[src/rtl/cpu_pkg.sv]
`default_nettype none
// +------------------------------------------------------------------+
// | Module      : cpu_pkg                                            |
// | Description : Shared types and constants for the ALU execution   |
// |               controller: FSM states, instruction field bit      |
// |               positions, status bit indices, datapath width.     |
// | Revision    : 1.0  initial release                               |
// +------------------------------------------------------------------+
package cpu_pkg;

  // Datapath / instruction width and register-file geometry
  localparam int DW   = 16;
  localparam int NREG = 8;
  localparam int AW   = 3;
  localparam int SW   = 5;

  // Controller states
  typedef enum logic [1:0] {
    S_IDLE = 2'd0,
    S_READ = 2'd1,
    S_EXEC = 2'd2,
    S_WB   = 2'd3
  } state_t;

  // Instruction field bit positions
  localparam int c_mode_bit = 15;
  localparam int c_op_hi    = 14;
  localparam int c_op_lo    = 12;
  localparam int c_rd_hi    = 11;
  localparam int c_rd_lo    = 9;
  localparam int c_rs1_hi   = 8;
  localparam int c_rs1_lo   = 6;
  localparam int c_rs2_hi   = 5;
  localparam int c_rs2_lo   = 3;
  localparam int c_rsv_hi   = 2;

  // Status bit indices: status = {lt, gt, eq, zb, za}
  localparam int c_st_za = 0;
  localparam int c_st_zb = 1;
  localparam int c_st_eq = 2;
  localparam int c_st_gt = 3;
  localparam int c_st_lt = 4;

endpackage
`default_nettype wire

[src/rtl/regfile8x16.sv]
`default_nettype none
// +------------------------------------------------------------------+
// | Module      : regfile8x16                                        |
// | Description : 8-entry register file with R0 tied to zero, one    |
// |               write port, two operand read latches loaded on     |
// |               request from the controller and a combinational    |
// |               debug read port.                                   |
// | Revision    : 1.0  initial release                               |
// +------------------------------------------------------------------+
module regfile8x16 #(
  parameter int DW   = cpu_pkg::DW,
  parameter int NREG = cpu_pkg::NREG
) (
  input  logic                   clk,
  input  logic                   rst_n,
  input  logic                   i_we,
  input  logic [cpu_pkg::AW-1:0] i_waddr,
  input  logic [DW-1:0]          i_wdata,
  input  logic                   i_rlatch,
  input  logic [cpu_pkg::AW-1:0] i_raddr1,
  input  logic [cpu_pkg::AW-1:0] i_raddr2,
  output logic [DW-1:0]          o_q1,
  output logic [DW-1:0]          o_q2,
  input  logic [cpu_pkg::AW-1:0] i_dbg_addr,
  output logic [DW-1:0]          o_dbg_data
);
  import cpu_pkg::*;

  logic [DW-1:0] w_mem [NREG];

  for (genvar gi = 0; gi < NREG; gi++) begin : g_reg
    if (gi == 0) begin : g_zero
      // R0 has no storage: reads are constant zero, writes go nowhere
      assign w_mem[gi] = '0;
    end else begin : g_store
      logic [DW-1:0] r_q;
      // Storage cell, written when the write port addresses this entry
      always_ff @(posedge clk or negedge rst_n) begin
        if (!rst_n) begin
          r_q <= '0;
        end else if (i_we && (i_waddr == AW'(gi))) begin
          r_q <= i_wdata;
        end
      end
      assign w_mem[gi] = r_q;
    end
  end

  // Operand latches: capture both sources together, hold otherwise
  always_ff @(posedge clk or negedge rst_n) begin
    if (!rst_n) begin
      o_q1 <= '0;
      o_q2 <= '0;
    end else if (i_rlatch) begin
      o_q1 <= w_mem[i_raddr1];
      o_q2 <= w_mem[i_raddr2];
    end
  end

  assign o_dbg_data = w_mem[i_dbg_addr];

endmodule
`default_nettype wire

[src/rtl/alu_exec_ctrl.sv]
`default_nettype none
// +------------------------------------------------------------------+
// | Module      : alu_exec_ctrl                                      |
// | Description : Four-state (IDLE/READ/EXEC/WB) controller feeding  |
// |               an external combinational ALU from an 8-entry      |
// |               register file and writing the result back.         |
// | Revision    : 1.0  initial release                               |
// +------------------------------------------------------------------+
module alu_exec_ctrl #(
  parameter int DW   = cpu_pkg::DW,
  parameter int NREG = cpu_pkg::NREG
) (
  input  logic          clk,
  input  logic          rst_n,
  input  logic          instr_valid,
  input  logic [DW-1:0] instr,
  output logic          instr_ready,
  input  logic          wr_en,
  input  logic [2:0]    wr_addr,
  input  logic [DW-1:0] wr_data,
  input  logic [2:0]    rd_addr,
  output logic [DW-1:0] rd_data,
  output logic [DW-1:0] alu_a,
  output logic [DW-1:0] alu_b,
  output logic [2:0]    alu_opcode,
  output logic          alu_mode,
  input  logic [DW-1:0] alu_out,
  input  logic          alu_za,
  input  logic          alu_zb,
  input  logic          alu_eq,
  input  logic          alu_gt,
  input  logic          alu_lt,
  output logic [4:0]    status,
  output logic          done
);
  import cpu_pkg::*;

  state_t          r_state;
  logic            r_mode;
  logic [2:0]      r_op;
  logic [AW-1:0]   r_rd;
  logic [AW-1:0]   r_rs1;
  logic [AW-1:0]   r_rs2;
  logic [DW-1:0]   r_result;
  logic [SW-1:0]   r_flags;

  logic            w_we;
  logic [AW-1:0]   w_waddr;
  logic [DW-1:0]   w_wdata;
  logic            w_rlatch;
  logic            w_unused;

  // Reserved instruction bits carry no meaning
  assign w_unused = ^instr[c_rsv_hi:0];

  // Single write port: writeback in WB, otherwise preload (IDLE only)
  assign w_we     = (r_state == S_WB) || ((r_state == S_IDLE) && wr_en);
  assign w_waddr  = (r_state == S_WB) ? r_rd     : wr_addr;
  assign w_wdata  = (r_state == S_WB) ? r_result : wr_data;
  assign w_rlatch = (r_state == S_READ);

  regfile8x16 #(
    .DW   (DW),
    .NREG (NREG)
  ) u_regfile (
    .clk        (clk),
    .rst_n      (rst_n),
    .i_we       (w_we),
    .i_waddr    (w_waddr),
    .i_wdata    (w_wdata),
    .i_rlatch   (w_rlatch),
    .i_raddr1   (r_rs1),
    .i_raddr2   (r_rs2),
    .o_q1       (alu_a),
    .o_q2       (alu_b),
    .i_dbg_addr (rd_addr),
    .o_dbg_data (rd_data)
  );

  // Controller FSM with registered ready/done/ALU-control/status outputs
  always_ff @(posedge clk or negedge rst_n) begin
    if (!rst_n) begin
      r_state     <= S_IDLE;
      r_mode      <= 1'b0;
      r_op        <= '0;
      r_rd        <= '0;
      r_rs1       <= '0;
      r_rs2       <= '0;
      r_result    <= '0;
      r_flags     <= '0;
      alu_opcode  <= '0;
      alu_mode    <= 1'b0;
      status      <= '0;
      done        <= 1'b0;
      instr_ready <= 1'b1;
    end else begin
      done <= 1'b0;
      case (r_state)
        S_IDLE: begin
          if (instr_valid) begin
            r_mode      <= instr[c_mode_bit];
            r_op        <= instr[c_op_hi:c_op_lo];
            r_rd        <= instr[c_rd_hi:c_rd_lo];
            r_rs1       <= instr[c_rs1_hi:c_rs1_lo];
            r_rs2       <= instr[c_rs2_hi:c_rs2_lo];
            instr_ready <= 1'b0;
            r_state     <= S_READ;
          end
        end
        S_READ: begin
          alu_opcode <= r_op;
          alu_mode   <= r_mode;
          r_state    <= S_EXEC;
        end
        S_EXEC: begin
          r_result <= alu_out;
          r_flags  <= {alu_lt, alu_gt, alu_eq, alu_zb, alu_za};
          done     <= 1'b1;
          r_state  <= S_WB;
        end
        S_WB: begin
          status      <= r_flags;
          instr_ready <= 1'b1;
          r_state     <= S_IDLE;
        end
        default: begin
          instr_ready <= 1'b1;
          r_state     <= S_IDLE;
        end
      endcase
    end
  end

endmodule
`default_nettype wire
[config.mk]
export PLATFORM = sky130hd
export DESIGN_NAME = alu_exec_ctrl
export DESIGN_NICKNAME = d
export VERILOG_FILES = /design/src/rtl/cpu_pkg.sv /design/src/rtl/regfile8x16.sv /design/src/rtl/alu_exec_ctrl.sv
export SDC_FILE = /design/constraint.sdc
export NUM_CORES = 1
export LEC_CHECK = 0
export BUFFER_PORTS_ARGS = -buffer_cell sky130_fd_sc_hd__buf_2
export CELL_PAD_IN_SITES_DETAIL_PLACEMENT = 0
export CELL_PAD_IN_SITES_GLOBAL_PLACEMENT = 1
export CORE_UTILIZATION = 45
export CTS_CLUSTER_SIZE = 8
export DETAILED_ROUTE_END_ITERATION = 16
export GPL_ROUTABILITY_DRIVEN = 0
export PLACE_DENSITY = 0.77
export SLEW_MARGIN = 0
export SYNTH_ARGS = -nofsm -noshare
export SYNTH_HDL_FRONTEND = slang
export SYNTH_SLANG_ARGS = --single-unit
[constraint.sdc]
create_clock -name clk -period 2.9 [get_ports clk]
set_clock_uncertainty 0.2 [all_clocks]
set_input_delay 0.29 -clock clk [delete_from_list [all_inputs] [get_ports clk]]
set_output_delay 0.29 -clock clk [all_outputs]
set_load 0.02 [all_outputs]
Word-level counts from Yosys, hierarchy flattened
Cells that the tools add are included.
{"block": "word_totals", "register_bits": 191, "out_inout_bits": 59, "word_cells": 68}
{"block": "op_classes", "order_cmp": 3, "n_eq_ne": 11, "muxes": 16, "n_bitwise": 3, "reduce_logical": 13}
{"operator": "binary-select mux 16 bit (select 3 bit)", "n": 3}
{"operator": "2-to-1 mux 16 bit", "n": 7}
{"operator": "equality test 3 bit, second input constant", "n": 4}
{"operator": ">= comparator 4 bit, second input constant", "n": 3}
{"operator": "inverter 3 -> 4 bit", "n": 3}
{"operator": "logical AND 1 bit", "n": 8}
{"operator": "one-hot mux 2 bit (4 select lines)", "n": 1}
{"operator": "equality test 3 x 2 -> 1 bit, second input constant", "n": 2}
{"operator": "equality test 2 bit, second input constant", "n": 2}
{"operator": "AND reduction 2 bit", "n": 2}
{"operator": "equality test 3 x 1 -> 1 bit, second input constant", "n": 1}
{"operator": "2-to-1 mux 3 bit", "n": 1}
{"operator": "equality test 2 x 1 -> 1 bit, second input constant", "n": 1}
{"operator": "logical NOT 2 bit", "n": 1}
{"operator": "2-to-1 mux 1 bit", "n": 2}
{"operator": "2-to-1 mux 2 bit", "n": 1}
{"operator": "inequality test 2 bit, second input constant", "n": 1}
{"operator": "one-hot mux 1 bit (2 select lines)", "n": 1}
{"operator": "nonzero test 2 bit", "n": 1}
{"operator": "logical OR 1 bit", "n": 1}

Longest topological paths before layout
{"block": "logic_depth", "depth_word": 4, "mapped_depth": 8, "mapped_depth_nobuf": 5}

Hierarchy
Synthesis repeated with hierarchy kept, for this count alone.
{"block": "hier_totals", "hier_cells": 768, "area_unflattened_um2": 10381.2}
{"module": "regfile8x16", "n_inst": 1, "cells_each": 638, "area_each_um2": 8295.5}
{"module": "alu_exec_ctrl", "n_inst": 1, "cells_each": 130, "area_each_um2": 2085.8}

Least setup slack after synthesis
OpenSTA, ideal clock, no wires.
{"block": "synth_path", "path_type": "register to register", "startpoint": "register r_state[0]", "endpoint": "register u_regfile.g_reg[5].g_store.r_q[10]", "setup_time_ns": 0.125, "arrival_time_ns": 1.829, "required_time_ns": 2.575, "path_slack_ns": 0.746, "path_stages_with_launch": 6, "n_path_buf": 1, "path_cell_list": "dfrtp_1 > ha_1 > nand4b_2 > a22oi_4 > buf_6 > mux2_2"}
{"block": "synth_between", "elab_chain_cells": 4}
{"item": "from (decl)", "line": "alu_exec_ctrl.sv:38", "rtl": "state_t r_state;"}
{"item": "from (signal assigned)", "line": "alu_exec_ctrl.sv:83", "rtl": "r_state <= S_IDLE;"}
{"item": "from (signal assigned)", "line": "alu_exec_ctrl.sv:107", "rtl": "r_state <= S_READ;"}
{"item": "from (signal assigned)", "line": "alu_exec_ctrl.sv:113", "rtl": "r_state <= S_EXEC;"}
{"item": "equality test 2 bit or logical NOT 2 bit (tied branches)", "line": "alu_exec_ctrl.sv:57, alu_exec_ctrl.sv:58, alu_exec_ctrl.sv:59"}
{"item": "2-to-1 mux 3 bit or logical AND 1 bit (tied branches)", "line": "alu_exec_ctrl.sv:58, alu_exec_ctrl.sv:57"}
{"item": "equality test 3 bit or logical OR 1 bit (tied branches)", "line": "regfile8x16.sv:41, alu_exec_ctrl.sv:57"}
{"item": "logical AND 1 bit", "line": "regfile8x16.sv:41", "rtl": "end else if (i_we && (i_waddr == AW'(gi))) begin"}
{"item": "to (signal assigned)", "line": "regfile8x16.sv:42", "rtl": "r_q <= i_wdata;"}
{"item": "to (decl)", "line": "regfile8x16.sv:36", "rtl": "logic [DW-1:0] r_q;"}
Several ways; a longest one is shown, not always the timed one.
A chain may end at the register's enable or synchronous reset.

Final worst setup path
{"block": "layout_path", "startpoint": "register r_state[0]", "endpoint": "register u_regfile.g_reg[2].g_store.r_q[15]"}
{"block": "layout_between", "elab_chain_cells": 4}
{"item": "equality test 2 bit or logical NOT 2 bit (tied branches)", "line": "alu_exec_ctrl.sv:57, alu_exec_ctrl.sv:58, alu_exec_ctrl.sv:59"}
{"item": "2-to-1 mux 3 bit or logical AND 1 bit (tied branches)", "line": "alu_exec_ctrl.sv:58, alu_exec_ctrl.sv:57"}
{"item": "equality test 3 x 2 -> 1 bit or logical OR 1 bit (tied branches)", "line": "regfile8x16.sv:41, alu_exec_ctrl.sv:57"}
{"item": "logical AND 1 bit", "line": "regfile8x16.sv:41"}
{"item": "to (signal assigned)", "line": "regfile8x16.sv:42"}
{"item": "to (decl)", "line": "regfile8x16.sv:36"}
Several ways; a longest one is shown, not always the timed one.

==> results.rst <==
.. list-table::
   :header-rows: 1

   * - Metric
     - Value
   * - Synth warnings
     - 0
   * - Worst-case hold slack
     - 0.1369 ns
   * - Yosys cell types
     - 33
   * - Worst-margin pin slew
     - 0.9787 ns
   * - Fraction of layout cells with a size suffix above 1
     - 0.4662
   * - Slowest cell on crit path
     - sky130_fd_sc_hd__or3b_4
   * - Global-route wire length before repair
     - 44,050 um
   * - Maximum number of pins on one net before global-route repair
     - 81
   * - Setup repair after global routing missed its margin
     - false
   * - Sequential share of the synthesized area
     - 0.4692
   * - Global-route total usage across every layer
     - 0.2510
   * - Cell type group with the largest total delay on the critical path
     - simple AND/OR/NAND/NOR gates
   * - Fraction of post-synthesis cell area in the top cell type by area
     - 0.4667
   * - Synthesized instance count
     - about 770
   * - Dpl cells
     - approximately 1.1k
   * - R2R Setup Slk
     - between 0.4 and 0.5 ns
   * - GRT overflow
     - 0
   * - Vias in the first global route
     - approximately 7.4k
   * - Sequential group share of total power
     - 0.368
   * - Clock latency on the worst-skew pair
     - ~0.43 ns
   * - Maximum buffer depth of the clock tree
     - 2
   * - Internal Dissipation
     - just under 9 mW
   * - Hold Path Class
     - in -> reg
   * - Type of origin of the critical path
     - flop
   * - Yosys top cell by area
     - sky130_fd_sc_hd__dfrtp_1
   * - Final HPWL from detailed placement
     - ~18,000 um
   * - Power share of the clock group
     - 0.155
   * - Setup repair bufs after CTS
     - 0
   * - Average via count per standard cell
     - 5.925
   * - Switching portion of total power
     - 0.3950
   * - Clock tree from TritonCTS
     - built
   * - CP startpoint
     - r_state[0]
   * - Starting density of the core
     - 0.4626
   * - Combinational group share of total power
     - 0.477
   * - Final setup violation count
     - 0
   * - Netlist Area Pre-Place
     - 10,190 um^2
   * - Max-cap viol count
     - 0
   * - Final-stage net count
     - just under 1k
   * - Cts bufs inserted
     - 17
   * - Violation count after the first detailed-route iteration
     - slightly above 400
   * - Maximum fanout count along the critical path
     - 16
   * - Clock-pin slew of the registers on the worst-case setup and hold paths
     - about 0.07 ns
   * - Die span in y
     - 152.5 um
   * - Count of TritonRoute iterations in the first routing pass
     - 13
   * - Antenna violations before repair
     - 0
   * - Synthesized Nets
     - 840
   * - VDD IR-drop max
     - around 520 uV
   * - Remaining DRCs
     - 6
   * - Clock period minus final worst setup slack
     - approximately 2.5 ns
   * - CP endpoint kind
     - flop
   * - Number of routed nets with antenna violations
     - 0
   * - Row count
     - 54
   * - Area of the core
     - around 22,000 um^2
   * - Reg-to-Reg End
     - u_regfile.g_reg[2].g_store.r_q[15]
   * - Maximum achievable frequency
     - slightly above 400 MHz
   * - Root Driver
     - sky130_fd_sc_hd__clkbuf_16
   * - Data required, critical path
     - approximately 3.0 ns
   * - Hold Violations, Final
     - 0
   * - Violated checks
     - design-rule violations
   * - Launch instance of the worst register-to-register path
     - r_state[0]
   * - Final TNS setup
     - 0 ns
   * - Critical path, cell by cell
     - ha_1, buf_4, or3b_4, a22oi_4, buf_12, mux2_2
   * - Top area cells in the synthesized netlist
     - sky130_fd_sc_hd__dfrtp_1 47%, sky130_fd_sc_hd__mux2_2 24%, sky130_fd_sc_hd__mux2_1 7.2%
   * - DR WL/cell
     - ~23 um
   * - Period utilization
     - 0.8496
   * - Clock tree sinks
     - about 190
   * - Data arrival time of the worst path
     - ~2.6 ns
   * - Buffers plus inverters on the worst setup path
     - 2
   * - Power Dens Cells
     - about 1200 nW/um^2
   * - Final Instance Count excl. Fillers
     - around 1.2k
   * - Final design utilization
     - 0.5508
   * - Relative max-transition margin
     - 0.3475
   * - Wire length after detailed routing
     - 27,970 um
   * - Total number of cells along the worst setup path
     - 6
   * - Static leakage power
     - approximately 5 nW
   * - Num ports
     - 122
   * - Cells on worst reg2reg path
     - 6
   * - Layout overhead on the synthesized area
     - 19.07%
   * - Run status
     - finished, violations left
   * - Max Slew Vio Count
     - 0
   * - Worst Setup Path Type
     - reg -> reg
   * - Largest stage delay, worst path
     - between 0.4 and 0.5 ns
   * - Crit path capture
     - u_regfile.g_reg[2].g_store.r_q[15]
   * - Switch Pwr
     - around 5.8 mW
   * - Flip-flop and latch count after synthesis
     - 191
   * - Antenna Diode Count
     - 0
   * - Die Footprint
     - about 23,000 um^2
   * - Total via count in the routed design
     - slightly above 7k
   * - Die boundary width
     - around 150 um
   * - IO buf count
     - 118
   * - H-tree level count
     - 4
   * - Synthesized area divided by synthesized cell count
     - 13.20 um^2
what timing repair did:
item	4_1_cts	5_1_grt
hold buffers	36	0
hold endpoints to repair	110	0
resized for setup	0	0
sequential cells by signal, summed over array words and instances, names as in the netlist, 5 cells and up:
| signal | cells |
|---|---|
| status | 5 |
| r_flags | 5 |
| u_regfile.o_q2 | 16 |
| r_result | 16 |
| u_regfile.g.g_store.r_q | 112 |
| u_regfile.o_q1 | 16 |
worst min-delay path by stage:
stage	startpoint	to	slack, ns	cells past startpoint
floorplan	rst_n	alu_mode	-0.21	0
global placement	rst_n	r_rd[0]	0.17	1
detailed placement	rst_n	r_rd[0]	0.18	1
CTS	wr_data[13]	u_regfile.g_reg[7].g_store.r_q[13]	0.11	3
global route	wr_data[13]	u_regfile.g_reg[7].g_store.r_q[13]	0.14	3
finish	wr_data[13]	u_regfile.g_reg[7].g_store.r_q[13]	0.14	3
tightest hold or removal path, stage by stage:
cell and delay, ns:
sky130_fd_sc_hd__buf_2 0.07, sky130_fd_sc_hd__mux2_2 0.22, sky130_fd_sc_hd__mux2_1 0.15
Yosys cell counts, drive strengths merged:
library cell  count
mux4             16
nand4b            1
o22ai            32
clkbuf           28
nor2             33
a211oi           32
nor2b             4
buf              35
nand2b            5
nand4bb           1
o2bb2a            1
nand3             1
dfrtp           190
mux2            284
o21ai            16
a21oi             2
nand3b            3
mux2i             1
a221oi           32
nor3              2
or3b              2
inv               2
a22oi            22
ha                5
nand2            20
nor3b             1
dfstp             1
kinds of logic (layout without fill, tap and decap cells):
kind of cell,after synthesis,after routing,synth area share
multiplexers,301,301,0.3502
flip-flops,191,191,0.4692
AO/OA/AOI/OAI,137,137,0.1059
AND/OR/NAND/NOR,73,73,0.03647
buffers and inverters,65,224,0.03205
adder cells (fa/ha/maj),5,5,0.006140
stage by stage:
stage               setup slack, ns  power, mW  cell area [um^2]
floorplan                    0.7464      10.10             10190
global route                 0.3295      15.57             12130
global placement             0.4653      12.12             11210
detailed placement           0.4378      12.33             11210
CTS                          0.4241      14.70             12130
finish                       0.4362      14.67             12130
cells in the final DEF (no fill, tap or decap), drive strengths merged, types with 4 or more instances in the layout:
cell type	n
a221oi	32
dlygate4sd3	36
clkbuf	22
mux2	284
nand2	20
a22oi	22
buf	154
ha	5
nand2b	5
o21ai	16
nor2b	4
o22ai	32
nor2	33
clkinvlp	5
a211oi	32
dfrtp	190
mux4	16
power by group through the flow:
| stage | clock network [mW] | registers, mW | logic [mW] |
|---|---|---|---|
| 2_1_floorplan | 0 | 5.23 | 4.87 |
| 3_3_place_gp | 0 | 5.31 | 6.81 |
| 3_5_place_dp | 0 | 5.38 | 6.95 |
| 4_1_cts | 2.33 | 5.35 | 7.02 |
| 5_1_grt | 2.44 | 5.59 | 7.54 |
| 6_report | 2.27 | 5.39 | 7.00 |
cell type report:
class,instances,area (um^2)
repair buffers,191,1350
well taps,280,350.3
fillers,1900,9894
flip-flops and latches,191,4783
inverters,2,7.507
multi-input cells,516,5084
clock buffers,21,440.4
clock inverters,10,116.4
metal layers:
metal  vias to the layer above  global-route usage  share of wire
met5                         -                   0              0
met4                         0             0.08899          0.022
met3                        44             0.04608          0.052
met2                       229              0.4042           0.48
met1                      3645              0.3406           0.45
li1                       3257                   -              -
(Power assumes the default switching activity.)
